### src/rtl/sram_arbiter.sv
// Shares one SRAM between a free-running target (priority) and a host port.
// Host reads are built only when SRAM_ARB_HOST_READ_EN is defined; otherwise reads are acked with zero data.
module sram_arbiter #(
  parameter int HOST_STROBE_CYCLES = 2,
  parameter int TGT_IDLE_CYCLES    = 2
) (
  input  logic        clk24MHz,
  input  logic        rst,
  input  logic        tgt_nCE,
  input  logic        tgt_nOEL,
  input  logic        tgt_nOEH,
  input  logic [17:0] tgt_addr,
  input  logic        host_req,
  input  logic        host_we,
  input  logic [17:0] host_addr,
  input  logic [15:0] host_wdata,
  input  logic [1:0]  host_be,
  output logic        host_ack,
  output logic [15:0] host_rdata,
  output logic        host_busy,
  output logic [17:0] sram_addr,
  output logic [15:0] sram_dq_o,
  output logic        sram_dq_oe,
  input  logic [15:0] sram_dq_i,
  output logic        sram_nCS,
  output logic        sram_nWE,
  output logic        sram_nOE,
  output logic        sram_nUB,
  output logic        sram_nLB,
  output logic        target_dbusbuf_en,
  output logic        collision,
  input  logic        collision_clr
);
  typedef enum logic [1:0] {IDLE, SETUP, STROBE, HOLD} state_e;

  localparam logic [3:0] IDLE_MAX = 4'(TGT_IDLE_CYCLES);
  localparam logic [3:0] STB_LOAD = 4'(HOST_STROBE_CYCLES - 1);

  state_e      state_q, state_d;
  logic        nce_meta_q, nce_meta_d, nce_s_q, nce_s_d;
  logic [3:0]  idle_cnt_q, idle_cnt_d, stb_cnt_q, stb_cnt_d;
  logic        we_q, we_d;
  logic [17:0] addr_q, addr_d;
  logic [15:0] wdata_q, wdata_d;
  logic [1:0]  be_q, be_d;
  logic        ack_q, ack_d, coll_q, coll_d;
  logic        accept, last_strobe;

  assign last_strobe = (state_q == STROBE) && (stb_cnt_q == 4'd0);
  // ack_q blocks re-acceptance during the single-cycle read ack taken from IDLE
  assign accept = host_req && (idle_cnt_q == IDLE_MAX) && !ack_q;

  always_comb begin
    state_d    = state_q;
    stb_cnt_d  = stb_cnt_q;
    we_d       = we_q;
    addr_d     = addr_q;
    wdata_d    = wdata_q;
    be_d       = be_q;
    ack_d      = 1'b0;
    nce_meta_d = tgt_nCE;
    nce_s_d    = nce_meta_q;
    if (!nce_s_q)                  idle_cnt_d = 4'd0;
    else if (idle_cnt_q == IDLE_MAX) idle_cnt_d = idle_cnt_q;
    else                           idle_cnt_d = idle_cnt_q + 4'd1;
    coll_d = ((state_q != IDLE) && !nce_s_q) || (coll_q && !collision_clr);
    case (state_q)
      IDLE: if (accept) begin
        we_d    = host_we;
        addr_d  = host_addr;
        wdata_d = host_wdata;
        be_d    = host_be;
`ifdef SRAM_ARB_HOST_READ_EN
        state_d = SETUP;
`else
        if (host_we) state_d = SETUP;
        else         ack_d   = 1'b1;
`endif
      end
      SETUP: begin
        state_d   = STROBE;
        stb_cnt_d = STB_LOAD;
      end
      STROBE: if (last_strobe) begin
        state_d = HOLD;
        ack_d   = 1'b1;
      end else begin
        stb_cnt_d = stb_cnt_q - 4'd1;
      end
      HOLD:    state_d = IDLE;
      default: state_d = IDLE;
    endcase
  end

  always_ff @(posedge clk24MHz) begin
    if (rst) begin
      state_q    <= IDLE;
      nce_meta_q <= 1'b1;
      nce_s_q    <= 1'b1;
      idle_cnt_q <= 4'd0;
      stb_cnt_q  <= 4'd0;
      we_q       <= 1'b0;
      addr_q     <= 18'd0;
      wdata_q    <= 16'd0;
      be_q       <= 2'b00;
      ack_q      <= 1'b0;
      coll_q     <= 1'b0;
    end else begin
      state_q    <= state_d;
      nce_meta_q <= nce_meta_d;
      nce_s_q    <= nce_s_d;
      idle_cnt_q <= idle_cnt_d;
      stb_cnt_q  <= stb_cnt_d;
      we_q       <= we_d;
      addr_q     <= addr_d;
      wdata_q    <= wdata_d;
      be_q       <= be_d;
      ack_q      <= ack_d;
      coll_q     <= coll_d;
    end
  end

`ifdef SRAM_ARB_HOST_READ_EN
  logic [15:0] rdata_q, rdata_d;
  always_comb begin
    rdata_d = rdata_q;
    if (last_strobe && !we_q) rdata_d = sram_dq_i;
  end
  always_ff @(posedge clk24MHz) begin
    if (rst) rdata_q <= 16'd0;
    else     rdata_q <= rdata_d;
  end
  assign host_rdata = rdata_q;
`else
  logic unused_dq;
  assign unused_dq  = ^sram_dq_i;
  assign host_rdata = 16'd0;
`endif

  assign host_ack  = ack_q;
  assign host_busy = (state_q != IDLE);
  assign collision = coll_q;

  always_comb begin
    sram_addr         = tgt_addr;
    sram_nCS          = tgt_nCE;
    sram_nOE          = tgt_nCE;
    sram_nUB          = tgt_nOEH;
    sram_nLB          = tgt_nOEL;
    sram_nWE          = 1'b1;
    sram_dq_oe        = 1'b0;
    sram_dq_o         = wdata_q;
    target_dbusbuf_en = !(!tgt_nCE && (!tgt_nOEL || !tgt_nOEH));
    if (state_q != IDLE) begin
      sram_addr         = addr_q;
      sram_nCS          = 1'b0;
      sram_nOE          = 1'b1;
      sram_nUB          = 1'b1;
      sram_nLB          = 1'b1;
      sram_dq_oe        = we_q;
      target_dbusbuf_en = 1'b1;
      if (state_q == STROBE) begin
        sram_nWE = !we_q;
`ifdef SRAM_ARB_HOST_READ_EN
        sram_nOE = we_q;
`endif
        sram_nUB = !be_q[1];
        sram_nLB = !be_q[0];
      end
    end
  end
endmodule

### config.mk
export PLATFORM = sky130hd
export DESIGN_NAME = sram_arbiter
export DESIGN_NICKNAME = d
export VERILOG_FILES = /design/src/rtl/sram_arbiter.sv
export SDC_FILE = /design/constraint.sdc
export NUM_CORES = 1
export LEC_CHECK = 0
export CAP_MARGIN = 15
export CORE_MARGIN = 8
export CORE_UTILIZATION = 35
export CTS_BUF_LIST = sky130_fd_sc_hd__clkbuf_4 sky130_fd_sc_hd__clkbuf_8
export DETAILED_ROUTE_END_ITERATION = 6
export GPL_TIMING_DRIVEN = 0
export PLACE_DENSITY = 0.87
export SLEW_MARGIN = 20
export SYNTH_ARGS = -nofsm -noshare
export SYNTH_HDL_FRONTEND = slang
export SYNTH_SLANG_ARGS = --single-unit
### constraint.sdc
create_clock -name clk24MHz -period 1.8 [get_ports clk24MHz]
set_input_delay 0.18 -clock clk24MHz [delete_from_list [all_inputs] [get_ports clk24MHz]]
set_output_delay 0.18 -clock clk24MHz [all_outputs]
set_load 0.02 [all_outputs]
* Word-level counts from Yosys, hierarchy flattened *
Cells that the tools add are included.

storage, ports and cells
  bits in registers = 51
  logic and storage cells = 69
  output and inout bits = 60
  input bits = 78
  memory bits (writable) = 0
  latch bits = 0
  memories = 0
  memory bits (read-only) = 0

cells by class
  $mul = 0
  shift-type cells = 0
  eq/ne operators = 8
  bitwise operators = 1
  multiplexer cells = 21
  reduce and logical (&&, ||, !) cells = 26
  magnitude comparators = 0
  $add $sub $neg = 2
  divide/modulo/power cells = 0

operator list
  cell                                              count
  two-way mux 18 bit                                1
  two-way mux 1 bit                                 13
  zero test 1 bit                                   10
  inequality test 2 bit, second input constant      4
  case mux 2 bit (4 select lines)                   1
  case mux 4 bit (2 select lines)                   1
  logical AND 1 bit                                 6
  two-way mux 2 bit                                 3
  adder 4 x 1 -> 4 bit, second input constant       1
  == test 2 bit, second input constant              2
  == test 4 x 2 -> 1 bit, second input constant     1
  zero test 4 bit                                   1
  two-way mux 4 bit                                 1
  AND reduction 2 bit                               2
  nonzero test 2 bit                                2
  subtractor 4 x 1 -> 4 bit, second input constant  1
  AND reduction 3 bit                               1
  == test 2 x 1 -> 1 bit, second input constant     1
  zero test 2 bit                                   1
  logical OR 1 bit                                  2
  case mux 1 bit (2 select lines)                   1
  OR reduction 2 bit                                1
  inverter 1 bit                                    1

* Logic depth before layout (Yosys ltp) *
Gate-level depths: netlist of run 1.

  depth in word-level cells = 5
  gate-level depth with buffers = 9
  depth with buffers taken out = 6

* Least setup slack after synthesis of run 1 *
Ideal clock, no wire load.

  path type = reg-to-reg
  start point = register idle_cnt_q[0]
  end point = register wdata_q[0] (netlist: sram_dq_o[0])
  path buffers = 3
  period minus slack after synthesis = 1909 ps
  path slack = -109 ps
  data arrival time = 1777 ps
  required time = 1668 ps
  setup time = 132 ps
  stages on the path, launching flop included = 10
  cells stage by stage = dfxtp_1 -> inv_1 -> ha_1 -> or3b_1 -> buf_2 -> or3_1 -> buf_2 -> buf_2 -> nand2_1 -> a21oi_1

between the ends
  word-level cells in the longest chain between the ends = 4

RTL lines
  element                         RTL line  RTL
  start, declared                 41        logic [3:0] idle_cnt_q, idle_cnt_d, stb_cnt_q, stb_cnt_d;
  start signal, assigned          112       idle_cnt_q <= idle_cnt_d;
  == test 4 x 2 -> 1 bit          51        assign accept = host_req && (idle_cnt_q == IDLE_MAX) && !ack_q;
  logical AND 1 bit (2 in a row)  51
  AND reduction 2 bit (no line)   -
  end signal, assigned            116       wdata_q <= wdata_d;
  end, declared                   44        logic [15:0] wdata_q, wdata_d;

Every way passes these cells.
A chain may end at the register's enable or synchronous reset.

* Worst setup path after layout of run 1 *
  start point = register idle_cnt_q[0]
  end point = register wdata_q[10] (netlist: sram_dq_o[10])

Same word-level chain as after synthesis.

==> flow_summary.yaml, run 1 <==
finish:
  final_net_count: 510
  most-common-layout-cells: "sky130_fd_sc_hd__clkdlybuf4s50_1 (79), sky130_fd_sc_hd__dfxtp_1 (47), sky130_fd_sc_hd__nand2_1 (46)"
  antennaDiodeCount: 0
  layout.core_utilization_pct: 68.0
  drive_gt1_share_pct: 41.1
  layout.cell_area.non_filler_sq_um: 4340
  mostFrequentLayoutCell: "sky130_fd_sc_hd__clkdlybuf4s50_1"
  fillers: 474
  synthToLayoutAreaGrowth_pct: 87.8
global_routing:
  grt_pass1_vias: 2580
  groute.usage.overall_pct: 15.9
  grt_antenna_before_repair: 0
  grt_start_max_net_pins: 15
  grt_pass1_wl_mm: 12.6
  grt-ovfl-total: 0
floorplanning:
  die_width_um: 97.3
  core.rowCount: 29
  die_h_um: 97.3
  core_area_sq_um: 6390
  initial_utilization_pct: 36.2
  design.portCount: 138
  design.die.area_sq_um: 9470
power_and_ir_drop:
  pwr-share-seq_pct: 28.1
  power-per-cell-area_nw_per_um2: 1160
  power.share.switching_pct: 38.2
  p_sw_mw: 1.92
  cellLeakagePower_nw: 1.71
  comb_pwr_share_pct: 58.4
  vdd_ir_drop_max_v: 0.000763
  cell_internal_pwr_mw: 3.11
  pwr-share-clk_pct: 13.5
placement:
  place.gp.congestion: 0.818
  postPlaceCellArea_sq_um: 3550
  detailedPlacementHpwl_mm: 5.54
  port_buffers: 105
sta:
  maxClockFrequency_ghz: 0.535
  grt_setup_unrepaired: "true"
  slew_headroom_pct: 53.0
  final_period_minus_worst_setup_slack_ps: 1870
  worst_slew_pin_slew_ps: 705
  final_hold_viol_count: 0
  period_share_pct: 104
  postLayoutSetupSlackWorst_ps: -68.3
  maxSlewViolCount: 0
  setup_viol_count_final: 38
  setup-tns-final_ps: -1760
  final.setup_skew_ps: 5.54
drt:
  drt_pre_antenna_iters: 4
  routed_via_density: 4.85
  detailedRoute.firstIterationViolations: 120
  drtAntennaViolNets: 0
  num_vias: 2449
  wl_per_cell_um: 17.2
  detail_route.drc_violations: 0
  routed_wirelength_mm: 8.69
cts:
  cts_buffer_depth: 2
  clk_transition_reported_paths_ps: 90
  cts_tree: "done"
  htree_levels: 2
  clk-insertion-delay-late_ps: 300
  clock-root-buffer: "sky130_fd_sc_hd__clkbuf_8"
  cts_sink_cnt: 51
  total_of_hold_buffers_inserted_after_clock_tree_synthesis: 0
  numCtsBuffers: 5
synth:
  post_synth.cell_area_avg_sq_um: 8.09
  synthesis.area_sq_um: 2310
  synth_seq_cells: 51
  post_synth_inst_count: 286
  synth-seq-area-share_pct: 44.1
  synth_cell_types: 31
  yosys_warnings: 0
critical_path:
  timing.critical_path.max_delay_family: "simple AND/OR/NAND/NOR gates"
  worst-path-max-fanout: 8
  critPathLaunchType: "flop"
  cp_data_arrival_time_ps: 2030
  critical_path.most_common_cell: "sky130_fd_sc_hd__buf_12"
  critPathKind: "reg2reg"
  crit_path_max_incr_delay_ps: 400
  cells_traversed_along_the_worst_timing_path: "inv_2 > ha_4 > or3b_4 > or3_4 > buf_12 > buf_12 > nand2_4 > a21oi_2"
  worst-endpoint-required_ps: 1960
  worstReg2RegStart: "idle_cnt_q[0]$_SDFFE_PP0P_"
  ff2ff_setup_slack_ps: -70
  worstSetupEndpointType: "flop"
  r2r_end: "sram_dq_o[10]$_SDFFE_PP0P_"
  reg2reg_depth: 8
  critical-path-slowest-cell: "sky130_fd_sc_hd__or3_4"
  timing.critical_path.buf_inv: 3
run:
  timing.max_cap.violations: 0
min_path:
  hold_path_class: "in2reg"
  timing.hold.worst.start: "host_wdata[6]"
  min_delay_path_depth: 3
  worst_hold_path.endpoint: "sram_dq_o[6]$_SDFFE_PP0P_"
outcome:
  failed_checks: "setup timing"
  run_status: "finished, violations left"
[synthesized netlist by cell type]
master,instances,area (sq um)
sky130_fd_sc_hd__nand2_1,82,308
sky130_fd_sc_hd__dfxtp_1,51,1020
sky130_fd_sc_hd__a21oi_1,42,210
sky130_fd_sc_hd__mux2_2,18,203
sky130_fd_sc_hd__buf_4,16,120
sky130_fd_sc_hd__nor2_1,13,48.8
sky130_fd_sc_hd__clkbuf_1,9,33.8
sky130_fd_sc_hd__buf_2,8,40.0
sky130_fd_sc_hd__inv_1,8,30.0
sky130_fd_sc_hd__ha_1,5,62.6
sky130_fd_sc_hd__nand2b_1,3,18.8
sky130_fd_sc_hd__nor3_1,3,15.0
sky130_fd_sc_hd__o21ai_0,3,15.0
sky130_fd_sc_hd__a211oi_1,2,15.0
sky130_fd_sc_hd__a21o_1,2,15.0
sky130_fd_sc_hd__a31oi_1,2,12.5
sky130_fd_sc_hd__nand3_1,2,10.0
sky130_fd_sc_hd__or2_2,2,12.5
sky130_fd_sc_hd__or3_1,2,12.5
sky130_fd_sc_hd__xor2_1,2,17.5
sky130_fd_sc_hd__a22oi_1,1,7.51
sky130_fd_sc_hd__a2bb2oi_1,1,8.76
sky130_fd_sc_hd__and2_1,1,6.26
sky130_fd_sc_hd__conb_1,1,3.75
sky130_fd_sc_hd__nand4bb_1,1,11.3
sky130_fd_sc_hd__nor2b_1,1,6.26
sky130_fd_sc_hd__nor3_4,1,16.3
sky130_fd_sc_hd__o211ai_1,1,7.51
sky130_fd_sc_hd__o31ai_1,1,7.51
sky130_fd_sc_hd__or3b_1,1,8.76
sky130_fd_sc_hd__xnor2_1,1,8.76
[sequential cells by signal, indices dropped and copies added, names as in the netlist, 2 cells and up]
signal,cells
stb_cnt_q,4
state_q,2
be_q,2
idle_cnt_q,4
sram_dq_o,16
addr_q,18
[area by class of cell]
| cell class | count | area (sq um) | area share, % |
|---|---|---|---|
| Sequential cell | 51 | 1030 | 23.6 |
| Buffer | 30 | 294 | 6.77 |
| Clock inverter | 1 | 5.00 | 0.115 |
| Inverter | 8 | 30.0 | 0.691 |
| Tap cell | 77 | 96.3 | 2.22 |
| Multi-Input combinational cell | 209 | 1580 | 36.3 |
| Clock buffer | 7 | 83.8 | 1.93 |
| Timing Repair Buffer | 122 | 1230 | 28.3 |
[worst max-delay path by stage]
| stage | from | to | slack [ps] | cells after the start |
|---|---|---|---|---|
| after floorplan | idle_cnt_q[0]$_SDFFE_PP0P_ | host_ack$_SDFF_PP0_ | -40 | 7 |
| after global placement | state_q[0]$_SDFFE_PP0P_ | sram_addr[17] | -640 | 6 |
| after detailed placement | state_q[0]$_SDFFE_PP0P_ | sram_addr[15] | -720 | 6 |
| after CTS | idle_cnt_q[0]$_SDFFE_PP0P_ | sram_dq_o[8]$_SDFFE_PP0P_ | -120 | 9 |
| after global routing | idle_cnt_q[0]$_SDFFE_PP0P_ | addr_q[8]$_SDFFE_PP0P_ | -120 | 8 |
| final | idle_cnt_q[0]$_SDFFE_PP0P_ | sram_dq_o[10]$_SDFFE_PP0P_ | -70 | 8 |
[power by group through the flow]
stage               Sequential, mW  Combinational (mW)  Clock, mW
floorplan                     1.42                1.14          0
global placement              1.38                1.92          0
detailed placement            1.39                1.97          0
CTS                           1.39                2.39      0.681
global route                  1.43                3.11      0.728
finish                        1.42                2.94      0.678
[layer usage]
metal	global-route usage, %	vias to the layer above	wire length [um]
met5	0	-	0
met4	2.68	0	82
met3	6.19	15	666
met2	29.9	92	4620
met1	16.3	1153	3320
li1	-	1189	-
[worst reg2reg max path: stages, from the launching register on]
cell and delay (ps):
sky130_fd_sc_hd__dfxtp_2 340, sky130_fd_sc_hd__inv_2 60, sky130_fd_sc_hd__ha_4 110, sky130_fd_sc_hd__or3b_4 380, sky130_fd_sc_hd__or3_4 400, sky130_fd_sc_hd__buf_12 170
sky130_fd_sc_hd__buf_12 150, sky130_fd_sc_hd__nand2_4 60, sky130_fd_sc_hd__a21oi_2 50
[cell families (layout without fill, tap and decap cells)]
kind of cell	Yosys count	count (layout)	share of synthesized area, %
other cells	1	16	0.162
flops	51	51	44.1
simple gates	112	112	20.5
compound gates	55	55	12.9
mux	18	18	8.76
fa+ha+maj	5	5	2.70
buf+inv	41	168	9.68
xor+xnor	3	3	1.14
[stage by stage]
step | worst slack (ps) | hold WS (ps) | total power, mW | cells
after floorplan | -37.2 | 284 | 2.56 | 301
after global placement | -641 | 398 | 3.30 | 483
after detailed placement | -723 | 411 | 3.36 | 483
after CTS | -121 | 419 | 4.46 | 501
after global routing | -120 | 435 | 5.27 | 505
final | -68.3 | 420 | 5.04 | 505
[repair_timing]
action                                  CTS  global route
buffers inserted                          9             3
pin swaps                                46            20
endpoints found under the setup margin   65            60
gates resized for setup                 174           100
gates cloned                              3             2
Power figures use the tool's default switching activity.
==> run 2, diff against run 1 <==
--- a/config.mk
+++ b/config.mk
@@ -7,11 +7,13 @@
 export LEC_CHECK = 0
 export CAP_MARGIN = 15
 export CORE_MARGIN = 8
-export CORE_UTILIZATION = 35
+export CORE_UTILIZATION = 56
 export CTS_BUF_LIST = sky130_fd_sc_hd__clkbuf_4 sky130_fd_sc_hd__clkbuf_8
 export DETAILED_ROUTE_END_ITERATION = 6
+export DONT_BUFFER_PORTS = 1
 export GPL_TIMING_DRIVEN = 0
-export PLACE_DENSITY = 0.87
+export HOLD_SLACK_MARGIN = 0.02
+export PLACE_DENSITY = 0.82
 export SLEW_MARGIN = 20
 export SYNTH_ARGS = -nofsm -noshare
 export SYNTH_HDL_FRONTEND = slang
==> run 2 against run 1 <==
Compared with the run above:
- the flow still finishes with violations (setup timing)
- routed wire length is 15% lower
- worst hold slack got worse by 390 ps
- combinational power is 35% lower
- final area shrank 24%
- cell count down 20%
- critical path type unchanged
- sequential power is essentially flat
- first-iteration DRC count up 68%
- power down 15%
- global-route usage grew 4.5 points
- core utilization up 14 points
- clock power grew 39%
==> flow_summary.yaml, run 2 (same netlist as run 1, synthesis figures left out) <==
outcome:
  run_status: "finished, violations left"
  failed_checks: "setup timing"
sta:
  final_period_minus_worst_setup_slack_ps: 1880
  grt_setup_unrepaired: "true"
  final.setup_skew_ps: 3.14
  postLayoutSetupSlackWorst_ps: -81.1
  period_share_pct: 105
  maxSlewViolCount: 0
  maxClockFrequency_ghz: 0.532
  final_hold_viol_count: 0
  setup_viol_count_final: 47
  worst_slew_pin_slew_ps: 589
  slew_headroom_pct: 60.8
critical_path:
  crit_path_max_incr_delay_ps: 410
  critPathKind: "reg2reg"
  worst-path-max-fanout: 3
  critPathLaunchType: "flop"
  cells_traversed_along_the_worst_timing_path: "ha_4 > or3b_4 > or3_4 > or3_4 > a21oi_2"
  worstSetupEndpointType: "flop"
  cp_data_arrival_time_ps: 2120
  critical-path-slowest-cell: "sky130_fd_sc_hd__or3_4"
  critical_path.most_common_cell: "sky130_fd_sc_hd__or3_4"
  worst-endpoint-required_ps: 2030
drt:
  routed_via_density: 5.36
  drt_pre_antenna_iters: 4
  detail_route.drc_violations: 0
  num_vias: 2162
  wl_per_cell_um: 18.4
  detailedRoute.firstIterationViolations: 201
  routed_wirelength_mm: 7.41
  drtAntennaViolNets: 0
power_and_ir_drop:
  vdd_ir_drop_max_v: 0.000950
  pwr-share-clk_pct: 21.9
  power.share.switching_pct: 37.2
  pwr-share-seq_pct: 33.7
  power-per-cell-area_nw_per_um2: 1300
  cell_internal_pwr_mw: 2.69
  cellLeakagePower_nw: 1.26
  p_sw_mw: 1.59
  comb_pwr_share_pct: 44.3
global_routing:
  grt_start_max_net_pins: 16
  grt_pass1_vias: 2170
  grt-ovfl-total: 0
  grt_antenna_before_repair: 0
  groute.usage.overall_pct: 20.4
  grt_pass1_wl_mm: 10.4
floorplanning:
  design.portCount: 138
  core.rowCount: 23
  die_h_um: 80.3
  core_area_sq_um: 4000
  initial_utilization_pct: 57.8
  die_width_um: 80.3
  design.die.area_sq_um: 6440
finish:
  fillers: 227
  most-common-layout-cells: "sky130_fd_sc_hd__nand2_1 (68), sky130_fd_sc_hd__dfxtp_1 (49), sky130_fd_sc_hd__dlygate4sd3_1 (36)"
  final_net_count: 435
  mostFrequentLayoutCell: "sky130_fd_sc_hd__nand2_1"
  drive_gt1_share_pct: 29.2
  layout.core_utilization_pct: 82.3
  largest_reg_flops: 18
  antennaDiodeCount: 0
  register_ranked_first_by_flip_flop_count: "addr_q"
  synthToLayoutAreaGrowth_pct: 42.3
cts:
  cts_sink_cnt: 51
  htree_levels: 2
  clock-root-buffer: "sky130_fd_sc_hd__clkbuf_8"
  clk_transition_reported_paths_ps: 90
  cts_buffer_depth: 2
  numCtsBuffers: 5
  clk-insertion-delay-late_ps: 300
  cts_tree: "done"
placement:
  detailedPlacementHpwl_mm: 4.49
  place.gp.congestion: 0.831
  dpl_worst_slack_ps: -248
  port_buffers: 0
run:
  timing.max_cap.violations: 0
min_path:
  hold_path_class: "in2reg"
run 2: cell types whose count changed in the layout (fill, tap and decap cells not counted), sizes merged:
cell / change
clkbuf: -3
dlygate4sd3: +36
buf: -26
clkdlybuf4s50: -79
clkinv: -1
dlygate4sd2: -4
inv: -1
bufinv: +2
clkinvlp: +1
run 2: cell type report:
class,count,area [sq um],area share [%]
Inverter,8,33.8,1.03
Tap cell,50,62.6,1.90
Buffer,30,250,7.60
Multi-Input combinational cell,209,1310,39.7
Clock buffer,6,76.3,2.32
Timing Repair Buffer,47,479,14.6
Sequential cell,51,1020,31.1
Clock inverter,2,60.1,1.82
run 2: stage by stage:
stage | TNS (ps) | total power, mW | hold slack, ps | area (sq um) | instances
global placement | -7100 | 2.75 | 287 | 2470 | 351
detailed placement | -9680 | 2.79 | 287 | 2470 | 351
floorplan | -106 | 2.56 | 284 | 2410 | 301
global route | -3550 | 4.47 | 41.3 | 3290 | 403
CTS | -2220 | 3.96 | 20.7 | 3050 | 397
finish | -1560 | 4.29 | 25.8 | 3290 | 403
run 2: routing by layer:
layer	GRT usage (%)	wire, um	vias up
li1	-	-	1033
met1	22.1	2750	1010
met2	35.4	3820	105
met3	7.48	721	14
met4	7.64	122	0
met5	0	0	-
run 2: power groups by stage:
stage | Clock (mW) | Sequential, mW | Combinational, mW
after global placement | 0 | 1.45 | 1.30
after floorplan | 0 | 1.42 | 1.14
final | 0.940 | 1.45 | 1.90
after detailed placement | 0 | 1.45 | 1.34
after global routing | 1.00 | 1.46 | 2.01
after CTS | 0.940 | 1.42 | 1.60
run 2: final timing paths:
kind | from | to | cells past startpoint | slack (ps)
setup / recovery | idle_cnt_q[1]$_SDFFE_PP0P_ | host_ack$_SDFF_PP0_ | 5 | -80
hold / removal | host_addr[1] | addr_q[1]$_SDFFE_PP0P_ | 2 | 30
setup reg to reg | idle_cnt_q[1]$_SDFFE_PP0P_ | host_ack$_SDFF_PP0_ | 5 | -80
hold reg to reg | nce_meta_q$_SDFF_PP1_ | nce_s_q$_SDFF_PP1_ | 1 | 410
run 2: repair_timing:
action	4_1_cts	5_1_grt
hold endpoints to repair	35	1
pin swaps	3	17
resized for setup	16	49
gates cloned	0	0
setup endpoints to repair	61	61
buffers inserted	4	7
hold buffers	35	1
run 2: critical path: cells and delay by family, from the launching register on:
kind | cells | cell delay [ps]
flops | 1 | 370
fa+ha+maj | 1 | 130
simple gates | 3 | 1210
compound gates | 1 | 110
